## src/rtl/dbg_trace_pkg.sv

```systemverilog
// Shared definitions for the debug trace buffer: state encoding and pointer sizing.
package dbg_trace_pkg;

  // Capture controller states; the encoding is visible on the state output.
  localparam logic [1:0] ST_IDLE  = 2'd0;
  localparam logic [1:0] ST_ARMED = 2'd1;
  localparam logic [1:0] ST_POST  = 2'd2;
  localparam logic [1:0] ST_DUMP  = 2'd3;

  // Pointer width for a DEPTH-entry buffer (DEPTH is a power of two, >= 2).
  // Fill and read counters are PTR_W+1 bits (FILL_W) so they can hold DEPTH itself.
  function automatic int ptr_w(input int depth);
    return $clog2(depth);
  endfunction

endpackage

```

## src/rtl/trace_ram.sv

```systemverilog
// Sample storage for the trace buffer: one synchronous write port and one
// asynchronous read port, so a moved read pointer shows its entry in the same cycle.
module trace_ram #(
  parameter int DEPTH = 16,
  parameter int DW    = 56,
  parameter int AW    = 4
) (
  input  logic          clk,
  input  logic          we_i,
  input  logic [AW-1:0] waddr_i,
  input  logic [DW-1:0] wdata_i,
  input  logic [AW-1:0] raddr_i,
  output logic [DW-1:0] rdata_o
);

  logic [DW-1:0] mem_q [DEPTH];

  // Store one probe sample per enabled cycle.
  // NOTE: the array has no reset; entries are only read after a capture has
  // written them, and a reset-free array maps onto plain storage cells.
  always_ff @(posedge clk) begin
    if (we_i) begin
      mem_q[waddr_i] <= wdata_i;
    end
  end

  assign rdata_o = mem_q[raddr_i];

endmodule

```

## src/rtl/debug_trace_buffer.sv

```systemverilog
// On-chip logic analyser: samples NUM_CH x WIDTH probe bits into a circular
// buffer, stops POST_TRIG samples after a mask/value trigger, then streams the
// captured window oldest-first over a valid/ready port.
module debug_trace_buffer
  import dbg_trace_pkg::*;
#(
  parameter int NUM_CH    = 7,
  parameter int WIDTH     = 8,
  parameter int DEPTH     = 16,
  parameter int POST_TRIG = 8
) (
  input  logic                    clk,
  input  logic                    reset,
  input  logic [NUM_CH*WIDTH-1:0] probe,
  input  logic                    arm,
  input  logic                    force_trig,
  input  logic [NUM_CH*WIDTH-1:0] trig_mask,
  input  logic [NUM_CH*WIDTH-1:0] trig_value,
  output logic                    rd_valid,
  input  logic                    rd_ready,
  output logic [NUM_CH*WIDTH-1:0] rd_data,
  output logic                    rd_last,
  output logic [1:0]              state,
  output logic                    triggered,
  output logic                    done
);

  localparam int DW     = NUM_CH * WIDTH;
  localparam int PTR_W  = ptr_w(DEPTH);
  localparam int FILL_W = PTR_W + 1;

  localparam logic [FILL_W-1:0] FILL_MAX  = FILL_W'(DEPTH);
  localparam logic [PTR_W-1:0]  POST_LOAD = PTR_W'(POST_TRIG);

  logic [1:0]        state_q,     state_d;
  logic [PTR_W-1:0]  wr_ptr_q,    wr_ptr_d;
  logic [FILL_W-1:0] fill_q,      fill_d;
  logic [PTR_W-1:0]  post_cnt_q,  post_cnt_d;
  logic [PTR_W-1:0]  rd_ptr_q,    rd_ptr_d;
  logic [FILL_W-1:0] rd_cnt_q,    rd_cnt_d;
  logic              rd_valid_q,  rd_valid_d;
  logic              triggered_q, triggered_d;
  logic              done_q,      done_d;

  logic              trig_match;
  logic              capturing;
  logic              we;
  logic              enter_dump;
  logic [PTR_W-1:0]  wr_ptr_inc;
  logic [FILL_W-1:0] fill_inc;
  logic [DW-1:0]     ram_rdata;

  // An all-zero mask compares nothing and therefore matches every cycle.
  assign trig_match = (((probe ^ trig_value) & trig_mask) == '0) | force_trig;

  // Samples are stored in ARMED and POST; the arm cycle itself never writes.
  assign capturing  = (state_q == ST_ARMED) || (state_q == ST_POST);
  assign we         = capturing & ~arm;

  // DEPTH is a power of two, so the pointer wraps by plain overflow.
  assign wr_ptr_inc = wr_ptr_q + 1'b1;
  assign fill_inc   = (fill_q == FILL_MAX) ? fill_q : fill_q + 1'b1;

  trace_ram #(
    .DEPTH (DEPTH),
    .DW    (DW),
    .AW    (PTR_W)
  ) u_ram (
    .clk     (clk),
    .we_i    (we),
    .waddr_i (wr_ptr_q),
    .wdata_i (probe),
    .raddr_i (rd_ptr_q),
    .rdata_o (ram_rdata)
  );

  // Next-state logic: arm overrides everything, then capture, trigger and dump.
  always_comb begin
    // NOTE: every target gets a default first so no path leaves it unassigned
    // and no latch is inferred.
    state_d     = state_q;
    wr_ptr_d    = wr_ptr_q;
    fill_d      = fill_q;
    post_cnt_d  = post_cnt_q;
    rd_ptr_d    = rd_ptr_q;
    rd_cnt_d    = rd_cnt_q;
    rd_valid_d  = rd_valid_q;
    triggered_d = triggered_q;
    done_d      = done_q;
    enter_dump  = 1'b0;

    if (arm) begin
      state_d     = ST_ARMED;
      wr_ptr_d    = '0;
      fill_d      = '0;
      triggered_d = 1'b0;
      done_d      = 1'b0;
      rd_valid_d  = 1'b0;
    end else begin
      case (state_q)
        ST_ARMED, ST_POST: begin
          wr_ptr_d = wr_ptr_inc;
          fill_d   = fill_inc;
          if (state_q == ST_ARMED) begin
            if (trig_match) begin
              triggered_d = 1'b1;
              post_cnt_d  = POST_LOAD;
              if (POST_TRIG == 0) begin
                enter_dump = 1'b1;
              end else begin
                state_d = ST_POST;
              end
            end
          end else begin
            post_cnt_d = post_cnt_q - 1'b1;
            if (post_cnt_q == PTR_W'(1)) begin
              enter_dump = 1'b1;
            end
          end
          // Start the dump from the oldest entry, using the fill and pointer
          // values that include this cycle's write.
          if (enter_dump) begin
            state_d    = ST_DUMP;
            rd_ptr_d   = (fill_inc == FILL_MAX) ? wr_ptr_inc : '0;
            rd_cnt_d   = fill_inc;
            rd_valid_d = 1'b1;
          end
        end
        ST_DUMP: begin
          if (rd_valid_q && rd_ready) begin
            rd_ptr_d = rd_ptr_q + 1'b1;
            rd_cnt_d = rd_cnt_q - 1'b1;
            if (rd_cnt_q == FILL_W'(1)) begin
              state_d    = ST_IDLE;
              done_d     = 1'b1;
              rd_valid_d = 1'b0;
            end
          end
        end
        default: ;
      endcase
    end
  end

  // Controller registers with asynchronous active-high reset.
  // NOTE: non-blocking assignments so every register samples the pre-edge
  // values of the others, independent of statement order.
  always_ff @(posedge clk or posedge reset) begin
    if (reset) begin
      state_q     <= ST_IDLE;
      wr_ptr_q    <= '0;
      fill_q      <= '0;
      post_cnt_q  <= '0;
      rd_ptr_q    <= '0;
      rd_cnt_q    <= '0;
      rd_valid_q  <= 1'b0;
      triggered_q <= 1'b0;
      done_q      <= 1'b0;
    end else begin
      state_q     <= state_d;
      wr_ptr_q    <= wr_ptr_d;
      fill_q      <= fill_d;
      post_cnt_q  <= post_cnt_d;
      rd_ptr_q    <= rd_ptr_d;
      rd_cnt_q    <= rd_cnt_d;
      rd_valid_q  <= rd_valid_d;
      triggered_q <= triggered_d;
      done_q      <= done_d;
    end
  end

  assign state     = state_q;
  assign triggered = triggered_q;
  assign done      = done_q;
  assign rd_valid  = rd_valid_q;
  assign rd_last   = rd_valid_q & (rd_cnt_q == FILL_W'(1));
  assign rd_data   = rd_valid_q ? ram_rdata : '0;

endmodule

```

## config.mk

```make
export PLATFORM = sky130hd
export DESIGN_NAME = debug_trace_buffer
export DESIGN_NICKNAME = d
export VERILOG_FILES = /design/src/rtl/dbg_trace_pkg.sv /design/src/rtl/trace_ram.sv /design/src/rtl/debug_trace_buffer.sv
export SDC_FILE = /design/constraint.sdc
export NUM_CORES = 1
export LEC_CHECK = 0
export ABC_AREA = 1
export CAP_MARGIN = 15
export CORE_ASPECT_RATIO = 1.1
export CORE_MARGIN = 4
export CORE_UTILIZATION = 30
export CTS_CLUSTER_DIAMETER = 150
export CTS_CLUSTER_SIZE = 12
export DETAILED_ROUTE_END_ITERATION = 16
export SYNTH_ARGS = -nofsm -noshare
export SYNTH_HDL_FRONTEND = slang
export SYNTH_HIERARCHICAL = 1
export SYNTH_SLANG_ARGS = --single-unit
```

## constraint.sdc

```tcl
create_clock -name clk -period 6.1 [get_ports clk]
set_input_delay 0.61 -clock clk [delete_from_list [all_inputs] [get_ports clk]]
set_output_delay 0.61 -clock clk [all_outputs]
set_load 0.02 [all_outputs]
```

# After elaboration in Yosys (flattened, before gate mapping)
# Memory sizes are Yosys's and may differ from the RTL's.
# Cells that the tools add are included.
# word_totals
memories	1
output_inout_bits	62
mem_bits_ro	0
word_cells	95
mem_bits_rw	896
latch_bits	0
reg_bits	27
# op_classes
mul	0
reduce_logical	18
mux	41
n_shift	0
eq_ne	15
n_bitwise	6
magnitude_cmp	0
n_addsub	5
n_div	0
# mem_list
memory	words	width	rd	rd_ports_with_merged_regs	write_ports	line_no	text
u_ram.mem_q	16	56	1	0	1	trace_ram.sv:16	logic [DW-1:0] mem_q [DEPTH];
# ops
op	n
$and 56x56->56	1
$logic_not 56->1	1
$mux 56	1
$xor 56x56->56	1
$mux 4	7
$mux 5	5
$mux 1	18
$reduce_bool 2->1	7
$mux 2	6
$eq 5x5->1 const B	2
$pmux 5 s2	1
$ne 3x3->1 const B	3
$reduce_and 3->1	3
$add 4x1->4 const B	2
$ne 4x4->1 const B	2
$pmux 4 s2	1
$reduce_and 4->1	2
$ne 2x2->1 const B	3
$add 5x1->5 const B	1
$eq 5x1->1 const B	1
$reduce_and 5->1	1
$sub 5x1->5 const B	1
$eq 2x2->1 const B	2
$eq 4x1->1 const B	1
11 further kinds	12

# Longest topological paths before layout
# logic_depth
word_depth	9
mapped_depth	14

# Hierarchy
# The synthesis kept the hierarchy.
# by_module_without_submodules
module	instances	area_per_inst_um2	seq_area_each_um2	cells_per_inst
trace_ram	1	38558.2	26905.8	3632
debug_trace_buffer	1	3258.1	675.6	612

# Worst setup path before layout
# OpenSTA, ideal clock, no wires.
# synth_path
path_kind	reg-to-reg
startpoint	register state_q[1], in the netlist state[1]
endpoint	memory u_ram.mem_q[12][0] (enable)
path_buffers	0
required_ps	5630
setup_slack_ps	1973
arrival_ps	3656
setup_time_ps	470
path_stages_with_launch	6
cell_sequence	dfrtp_1 -> inv_1 -> ha_1 -> nor2_2 -> nand3_1 -> nor2_1
# synth_via
elab_chain_cells	5
word_cells_on_any_way	6
# synth_lines
element	line_no	text
from (decl)	debug_trace_buffer.sv:35	logic [1:0] state_q, state_d;
from (signal assigned)	debug_trace_buffer.sv:160	state_q <= state_d;
$eq 2x1->1 or $eq 2x2->1 (tied branches)	debug_trace_buffer.sv:57	assign capturing = (state_q == ST_ARMED) || (state_q == ST_POST);
$logic_or 1x1->1 *	debug_trace_buffer.sv:57	
$and 1x1->1 *	debug_trace_buffer.sv:58	assign we = capturing & ~arm;
via we	debug_trace_buffer.sv:47	logic we;
$mux 1 *	trace_ram.sv:22	if (we_i) begin
$mux 1 (not written as such) *	trace_ram.sv:23	mem_q[waddr_i] <= wdata_i;
to (decl)	trace_ram.sv:16	
# Mark *: on every way through the listed nets, which the timed path passes. The rest lies on a longest branch.

# Worst setup path in the final report
# layout_path
startpoint	register rd_ptr_q[1]
endpoint	output rd_data[55]
# layout_via
elab_chain_cells	2
# layout_lines
element	line_no	text
from (decl)	debug_trace_buffer.sv:39	logic [PTR_W-1:0] rd_ptr_q, rd_ptr_d;
from (signal assigned)	debug_trace_buffer.sv:164	rd_ptr_q <= rd_ptr_d;
$mem_v2 16x56	--	
via ram_rdata[55]	debug_trace_buffer.sv:51	logic [DW-1:0] ram_rdata;
$mux 56	debug_trace_buffer.sv:177	assign rd_data = rd_valid_q ? ram_rdata : '0;
to (decl)	debug_trace_buffer.sv:21	output logic [NUM_CH*WIDTH-1:0] rd_data,
# The timed path passes the listed nets, and every way through them passes these cells.

==> metrics <==
share of post-route cells with drive strength above 1 4.45%; postcts setup bufs 0; Hold Path Class input port to asynchronous set/reset pin; routed length per instance 18.5 microns; area of the core 138000 sq um; R2R depth 6; Initial DRT Pass Iterations 6; Site Rows 143; Max VDD drop 0.356 mV; CTS tree done; critical path launch point type flip-flop; Most common cell on crit path nand3_1; post-layout net count 4612; RSZ-0062 raised after global routing false; critical path buffer and inverter count 4; DP HPWL 62600 microns; first-pass GRT wire length 172000 microns; post-synth top area share 64.3%; dominant cell type by area after synthesis edfxtp_1; Crit Path Class flip-flop to output pin; endpoints failing setup 0; Root Buffer clkbuf_16; status completed; worst-path cell chain inv_8 -> buf_4 -> nand3_1 -> nand3_1 -> nand3_1 -> nand2_1 -> nand2_1 -> inv_1 -> clkdlybuf4s50_1; WL final 116000 microns; H-tree depth 3; Antenna Nets Post-Route 0; Initial Util 30.2%; synth warn 6; routed length on met1 49400 microns; fin crit share 77.6%; CTS sink cnt 923; via count 28900; vias per cell 4.62; Clock Latency Late Sink 0.66 ns; minimum hold slack 0.322 ns; Place WS 2.05 ns; Port Buffers 234; Die ar. 145000 sq um; Seq cells post-synth 923; final max-slew violation count 0; final hold violation count 0; top cells by count, synth 1408 x nand2_1, 896 x edfxtp_1, 799 x inv_1; slowest cell delay on critical path 0.90 ns; CTS max path bufs 3; Fin Setup TNS 0 ns; CP top delay family buffers and inverters; cell count after placement 6152; die width 364 microns; register area 27600 sq um; DRC violations left 0; CP Depth 9; vias in the first global route 28000; GPL Wtd Cong 0.742; max cap viols 0; most common cell in the netlist nand2_1; Worst-path clk slew 0.06 ns; clock buffer count from CTS 87; Final WS setup 1.37 ns; ys flop type edfxtp_1; total gr overflow 0; area of the multi-input gates 10000 sq um; Synth area leaders edfxtp_1 64%, nand2_1 13%, nand3_1 8.4%, inv_1 7.2%, dfrtp_1 1.6%; Worst path slowest cell inv_8; filler cell count 13700; Leakage 20.5 nW; Synth Cell Area 41800 sq um; Synth cell types 38; Total GRT Usage 15.6%; cell area power density 411 nW/um^2; Mapped Nets 4427; cell count after synthesis 4244; Die Y 400 microns; Max-Slew Margin vs Limit 18.3%; clk_skew 0.0339 ns; Critical Path Fanout Max 136; utilization after layout 34.9%; area added between synthesis and finish 15.4%; asr flop ratio synth 2.93%; Mean Syn Cell Area 9.85 sq um; largest net degree at the start of global routing 179; CP arrival 4.12 ns; Seq/Total Area, Yosys 66.0%; kind of end point of the critical path output pin; achievable frequency 211 MHz; final std cells w/o fill 6268; cts hold-fix bufs 0; Worst-Margin Slew 1.22 ns; Ports 235; Critical Path RT 5.49 ns; fin crit period 4.73 ns; Gates resized, CTS repair 0; number of synthesized flops with an enable pin 896; initial antenna violation count 9; drt first-iter violations 2388; Met3 Wirelength 6930 microns; uppermost routed layer met5; metal2 WL 57000 microns
registers in the layout, indices dropped and copies added (netlist names):
name	count
post_cnt_q	4
rd_cnt_q	5
triggered	1
u_ram/mem_q	896
rd_valid	1
wr_ptr_q	4
state	2
rd_ptr_q	4
done	1
fill_q	5
tightest hold or removal path, delay by kind of cell:
kind                   cells  cell delay, ns
buffers and inverters      3            0.78
final timing paths:
kind | slack (ns) | to | start
worst max-delay path | 1.37 | rd_data[55] | rd_ptr_q[1]$_DFFE_PP0P_
worst min-delay path | 0.32 | triggered$_DFFE_PP0P_ | reset
worst max register to register | 2.70 | u_ram/mem_q[13][17]$_DFFE_PP_ | state[1]$_DFFE_PP0P_
worst min register to register | 0.47 | post_cnt_q[1]$_DFFE_PP0P_ | post_cnt_q[1]$_DFFE_PP0P_
max in group asynchronous | 5.45 | rd_ptr_q[3]$_DFFE_PP0P_ | reset
min in group clk | 0.47 | post_cnt_q[1]$_DFFE_PP0P_ | post_cnt_q[1]$_DFFE_PP0P_
final cells by class:
cell class,instances,share of cell area (%)
sequential,923,57.2
clock buffer,107,4.80
multi-input combinational,2318,20.8
timing repair buffer,290,6.01
inverter,809,6.35
tap,1812,4.70
antenna,4,0.0207
clock inverter,5,0.106
per-stage QoR:
step	power (mW)	area (sq um)
4_1_cts	20.0	48200
6_report	19.8	48300
3_5_place_dp	15.1	45900
3_3_place_gp	15.1	45900
5_1_grt	21.0	48300
2_1_floorplan	12.8	41800
placed cells by master (no fill, tap or decap), types with 5 or more instances in the layout:
cell             instances
inv_1                  797
clkbuf_16               90
ha_1                    10
nand3_1                705
nor2_4                  16
xor2_1                  10
o21ai_0                 10
edfxtp_1               896
inv_2                    7
clkbuf_1                17
a21oi_1                 10
dfrtp_1                 22
o21ai_1                  5
nor2_1                 114
dfrtp_4                  5
nand2_1               1408
clkdlybuf4s50_1        234
buf_4                   45
buf_12                  11
cell families after synthesis:
kind of cell	Yosys count	share of synthesized area, %
buffers and inverters	1003	10.3
xor gates and xnor gates	12	0.296
and+or+nand+nor	2257	22.6
AOI/OAI and AO/OA	39	0.578
adders and majority gates	10	0.299
DFF	923	66.0
layer usage:
layer,global-route usage (%),vias to the layer above
li1,-,13900
met4,4.79,4
met3,1.91,165
met5,0,-
met2,27.4,884
met1,20.2,14000
where the power goes:
part           leakage (nW)  total [mW]  internal [mW]  switching (mW)
Clock                  1.15        4.86           2.64            2.22
Combinational          11.0        7.35           2.25            5.10
Sequential             8.41        7.62           7.31           0.313
Total                  20.6        19.8           12.2            7.63
Note: power is estimated with default switching activity, not from simulation.
